### config.mk
export PLATFORM = sky130hd
export DESIGN_NAME = pool2d_stream
export DESIGN_NICKNAME = d
export VERILOG_FILES = /design/src/rtl/pool2d_stream.sv
export SDC_FILE = /design/constraint.sdc
export NUM_CORES = 2
export LEC_CHECK = 0
export CAP_MARGIN = 20
export CORE_MARGIN = 1.5
export CORE_UTILIZATION = 30
export DETAILED_ROUTE_END_ITERATION = 12
export PLACE_DENSITY_LB_ADDON = 0.25
export REMOVE_ABC_BUFFERS = 1
export SLEW_MARGIN = 40
export SYNTH_ARGS = -nofsm -noshare
export SYNTH_HDL_FRONTEND = slang
export SYNTH_SLANG_ARGS = --single-unit
### constraint.sdc
create_clock -name clk -period 25.6 [get_ports clk]
set_input_delay 6.4 -clock clk [delete_from_list [all_inputs] [get_ports clk]]
set_output_delay 6.4 -clock clk [all_outputs]
set_load 0.05 [all_outputs]
### src/rtl/pool2d_stream.sv
// Streaming 2-D max/average pooling over a raster-order pixel stream, valid/ready on both sides.
// Line buffers hold the previous WINDOW-1 rows; a column-shift register window completes each pooling window.
module pool2d_stream #(
  parameter int CHANNELS     = 6,
  parameter int DATA_WIDTH   = 16,
  parameter int INPUT_WIDTH  = 28,
  parameter int INPUT_HEIGHT = 28,
  parameter int WINDOW       = 2,
  parameter int STRIDE       = 2
) (
  input  logic                         clk,
  input  logic                         rst,
  input  logic                         mode_max,
  input  logic [DATA_WIDTH*CHANNELS-1:0] in_data,
  input  logic                         in_valid,
  output logic                         in_ready,
  output logic [DATA_WIDTH*CHANNELS-1:0] out_data,
  output logic                         out_valid,
  input  logic                         out_ready,
  output logic                         frame_done
);

  localparam int PW       = DATA_WIDTH * CHANNELS;
  localparam int SHIFT    = (WINDOW == 4) ? 4 : 2;
  localparam int SW       = DATA_WIDTH + SHIFT;
  localparam int OUT_W    = (INPUT_WIDTH - WINDOW) / STRIDE + 1;
  localparam int OUT_H    = (INPUT_HEIGHT - WINDOW) / STRIDE + 1;
  localparam int LAST_COL = (OUT_W - 1) * STRIDE + WINDOW - 1;
  localparam int LAST_ROW = (OUT_H - 1) * STRIDE + WINDOW - 1;
  localparam int CW       = $clog2(INPUT_WIDTH);
  localparam int RW       = $clog2(INPUT_HEIGHT);

  // Handshake: a beat transfers on a side in any cycle where valid && ready. Valid never waits on ready;
  // out_valid/out_data hold until taken, and in_ready = !out_valid || out_ready.
  logic [CW-1:0] col;
  logic [RW-1:0] row;
  logic          mode_q;
  logic          out_last;
  logic [PW-1:0] line_buf [WINDOW-1][INPUT_WIDTH];
  logic [PW-1:0] win_q    [WINDOW][WINDOW-1];
  logic [PW-1:0] col_vec  [WINDOW];
  logic [PW-1:0] full_win [WINDOW][WINDOW];
  logic [PW-1:0] pool_res;
  logic          accept, first_beat, eff_mode, row_hit, col_hit, emit;

  assign in_ready   = !out_valid || out_ready;
  assign accept     = in_valid && in_ready;
  assign first_beat = (row == '0) && (col == '0);
  assign eff_mode   = first_beat ? mode_max : mode_q;
  assign row_hit    = (int'(row) >= WINDOW - 1) && (((int'(row) - (WINDOW - 1)) % STRIDE) == 0);
  assign col_hit    = (int'(col) >= WINDOW - 1) && (((int'(col) - (WINDOW - 1)) % STRIDE) == 0);
  assign emit       = accept && row_hit && col_hit;
  assign frame_done = out_valid && out_ready && out_last;

  // col_vec[k] is the current column of row (row - k); index 0 is the incoming beat.
  always_comb begin
    col_vec[0] = in_data;
    for (int k = 1; k < WINDOW; k++) col_vec[k] = line_buf[k-1][col];
    for (int k = 0; k < WINDOW; k++) begin
      for (int j = 0; j < WINDOW - 1; j++) full_win[k][j] = win_q[k][j];
      full_win[k][WINDOW-1] = col_vec[k];
    end
  end

  always_comb begin
    logic signed [DATA_WIDTH-1:0] s;
    logic signed [DATA_WIDTH-1:0] mx;
    logic signed [SW-1:0]         sum;
    pool_res = '0;
    s        = '0;
    mx       = '0;
    sum      = '0;
    for (int c = 0; c < CHANNELS; c++) begin
      mx  = $signed(full_win[0][0][c*DATA_WIDTH +: DATA_WIDTH]);
      sum = '0;
      for (int k = 0; k < WINDOW; k++) begin
        for (int j = 0; j < WINDOW; j++) begin
          s   = $signed(full_win[k][j][c*DATA_WIDTH +: DATA_WIDTH]);
          sum = sum + SW'(s);
          if (s > mx) mx = s;
        end
      end
      // Arithmetic shift floors toward -inf; the quotient of WINDOW^2 samples always fits DATA_WIDTH.
      pool_res[c*DATA_WIDTH +: DATA_WIDTH] = eff_mode ? mx : DATA_WIDTH'(sum >>> SHIFT);
    end
  end

  always_ff @(posedge clk) begin
    if (accept) begin
      line_buf[0][col] <= in_data;
      for (int k = 1; k < WINDOW - 1; k++) line_buf[k][col] <= line_buf[k-1][col];
      for (int k = 0; k < WINDOW; k++) begin
        for (int j = 0; j < WINDOW - 2; j++) win_q[k][j] <= win_q[k][j+1];
        win_q[k][WINDOW-2] <= col_vec[k];
      end
    end
  end

  always_ff @(posedge clk) begin
    if (rst) begin
      col       <= '0;
      row       <= '0;
      mode_q    <= 1'b0;
      out_valid <= 1'b0;
      out_data  <= '0;
      out_last  <= 1'b0;
    end else begin
      if (out_valid && out_ready) out_valid <= 1'b0;
      if (accept) begin
        if (first_beat) mode_q <= mode_max;
        if (col == CW'(INPUT_WIDTH - 1)) begin
          col <= '0;
          row <= (row == RW'(INPUT_HEIGHT - 1)) ? '0 : row + 1'b1;
        end else begin
          col <= col + 1'b1;
        end
        if (emit) begin
          out_valid <= 1'b1;
          out_data  <= pool_res;
          out_last  <= (row == RW'(LAST_ROW)) && (col == CW'(LAST_COL));
        end
      end
    end
  end

endmodule

==> reports/metrics.csv <==
metric,value,unit
status,"complete, no violations",
CTS H-tree lvls,5,
Final Max Tran Viols,0,
Max-Cap Viols,0,
Final Cycle Share,0.5651,
f_max,69.12,MHz
"delay-heaviest family, CP",compound AO/OA/AOI/OAI gates,
Ys Warns,0,
Pwr Total,12.08,mW
Core ar.,0.4339,mm^2
die width,662.6,um
met1 GRT Util,0.2400,
share of cells above drive strength 1,0.2129,
number of I/O port buffers,199,
area of the multi-input gates,0.04019,mm^2
most frequent cells in the layout,"edfxtp_1 (2880), mux4_2 (734), ha_1 (374), clkbuf_16 (333), nand2_1 (317)",
cts hold-fix bufs,0,
GRT Total Usage,0.1777,
Cell Rows,242,
Pleak,49.36,nW
drt via density,5.222,
Final min period,14.47,ns
Post-CTS Repair Setup Buffers,0,
skew final,0.04103,ns
fin util,0.3510,
RSZ-0062 raised after global routing,false,
total negative slack,0,ns
crit path kind,input port to register,
CTS Buf Count,330,
CTS root buf,clkbuf_16,
Post-synth EDFFs,2880,
initial core utilization,0.3008,
# IOs,200,
Die Span Y,662.6,um
crit path buf inv count,3,
Area after DPL,0.1418,mm^2
Rel. slew slack,0.3727,
ANT nets after route,0,
Async SR Flop Fraction,0,
worst reg2reg startpoint,col[1]$_SDFFE_PP0P_,
sequential share of the synthesized area,0.6794,
"Primary FF master, synth",edfxtp_1,
met2 GRT Util,0.3033,
Worst Hold Slack,0.4600,ns
Int Power,8.888,mW
crit path DAT,15.25,ns
worst slew pin tran,0.9386,ns
Switching Share,0.2642,
Tightest Hold Check Type,register to register,
# nets final,8356,
total congestion overflow,0,
beginning of the worst hold path,out_last$_SDFFE_PP0P_,
r2r setup slk,16.46,ns
Synth-to-Final Area Change,16.70,%
Max Root-Sink Buffers,4,
Most Crowded Layer GR,met2,
drt drc,0,
Hold Path End,out_last$_SDFFE_PP0P_,
Worst EP required,26.39,ns
GP Congestion,0.8354,
Routed WL,398200,um
Synth cell types,96,
Cells on Worst Hold Path,2,
syn avg cell area,18.27,um^2
Crit. Startpoint,in_data[61],
Crit-path slowest cell,ha_2,
post-DP HPWL,235400,um
Mapped Area,0.1305,mm^2
endpoints failing hold,0,
crit path launch type,input port,
"Max FO, Critical Path",32,
Clock Pin Slew Worst Setup and Hold Paths,0.06,ns
via count,71513,
Logic pwr share,0.163,
worst setup margin,11.13,ns
R2R Path End,out_data[95]$_SDFFE_PP0P_,
met3 global-route usage,0.02324,
DRT iter0 DRCs,7310,
maximum VDD drop,0.06048,mV
Layout fillers,40557,
vias in the first global route,74232,
first-pass GRT wire length,564200,um
Clk pwr share,0.384,
sequential share of power,0.452,
clk_lat worst skew,0.93,ns
Final setup viols,0,
final instance area,0.1523,mm^2
P per Cell Area,79.31,mW/mm^2
"most common cell after layout, fill and taps aside",edfxtp_1,
pin count of the biggest net entering global routing,116,
CP peak stage delay,0.70,ns
TritonRoute pass-1 iters,7,
clock sinks,2989,
CTS tree,built,
Placed Instances,13081,
dpl ws,9.839,ns
die footprint,0.4390,mm^2
Synth Instances,7142,
final cell count without fillers,13694,
WL/cell,29.08,um
FF+latch area,0.08868,mm^2
CTS resizes,0,
#FFs+latches synth,2989,
initial antenna violation count,12,
reg2reg path depth,22,
CP endpoint kind,register,
P_sw,3.191,mW
[layout make-up]
cell class | count | area share
well taps | 5734 | 0.04710
flip-flops and latches | 2989 | 0.5823
repair buffers | 523 | 0.03262
clock inverters | 185 | 0.01133
multi-input cells | 3612 | 0.2639
inverters | 226 | 0.005693
clock buffers | 417 | 0.05698
diodes | 8 | 0.0001314
[registers in the layout (all words and copies together) (netlist names)]
register,cells
col,5
line_buf,2688
mode_q,1
out_data,96
out_last,1
out_valid,1
row,5
win_q,192
[tightest hold or removal path: cells and delay by family (launching register included)]
family | cells | cell delay (ns)
flip-flops | 1 | 0.31
AND/OR/NAND/NOR | 1 | 0.05
AO/OA/AOI/OAI | 1 | 0.05
[power groups by stage]
stage / combinational, mW / sequential (mW) / clock (mW)
floorplan: 1.61 / 5.61 / 0
global placement: 1.94 / 5.57 / 0
detailed placement: 1.97 / 5.57 / 0
CTS: 1.98 / 5.46 / 4.74
global route: 2.18 / 5.47 / 4.92
finish: 1.97 / 5.46 / 4.64
[per-layer routing]
| metal | part of all wire | routed length (um) |
|---|---|---|
| met5 | 0.000080 | 32 |
| met4 | 0.025 | 10050 |
| met2 | 0.49 | 197000 |
| met3 | 0.049 | 19390 |
| met1 | 0.43 | 171800 |
[cells in the mapped netlist, drive strengths merged (13+ instances only)]
cell,count,area share
dfxtp,109,0.017
xor2,41,0.0028
mux4,734,0.13
a2111oi,18,0.0014
a31oi,25,0.0012
a221oi,17,0.0011
o211ai,27,0.0016
and3,15,0.00072
or3,23,0.0011
o21ai,221,0.0085
a21o,69,0.0040
a211oi,63,0.0037
nand2b,21,0.0010
nor2b,49,0.0023
o311ai,14,0.00094
a21oi,282,0.011
nor4,17,0.00086
nor2,241,0.0069
o22ai,27,0.0013
a22oi,41,0.0024
mux2,70,0.0061
a21boi,13,0.00075
xnor2,52,0.0035
o21a,33,0.0019
nand2,319,0.0092
o31ai,35,0.0020
nand3,68,0.0026
inv,225,0.0065
ha,375,0.036
buf,121,0.0039
nand4,47,0.0023
mux2i,186,0.014
clkbuf,194,0.0056
nor3,61,0.0025
fa,198,0.030
edfxtp,2880,0.66
o221ai,50,0.0034
[worst max-delay path by stage]
stage | end | cells past startpoint
after floorplan | out_data[63]$_SDFFE_PP0P_ | 5
after global placement | out_data[52]$_SDFFE_PP0P_ | 30
after detailed placement | out_data[52]$_SDFFE_PP0P_ | 31
after CTS | out_data[52]$_SDFFE_PP0P_ | 31
after global routing | out_data[58]$_SDFFE_PP0P_ | 31
final | out_data[52]$_SDFFE_PP0P_ | 31
[cell families (layout without fill, tap and decap cells)]
family	after synthesis	count (layout)	share of synthesized area
AO/OA/AOI/OAI	1045	1045	0.05251
XOR/XNOR	93	93	0.006241
adder cells (fa/ha/maj)	576	576	0.06656
buffers and inverters	541	1351	0.01599
flip-flops	2989	2989	0.6794
multiplexers	990	990	0.1471
other	0	8	0
AND/OR/NAND/NOR	908	908	0.03222
Power figures use the tool's default switching activity.
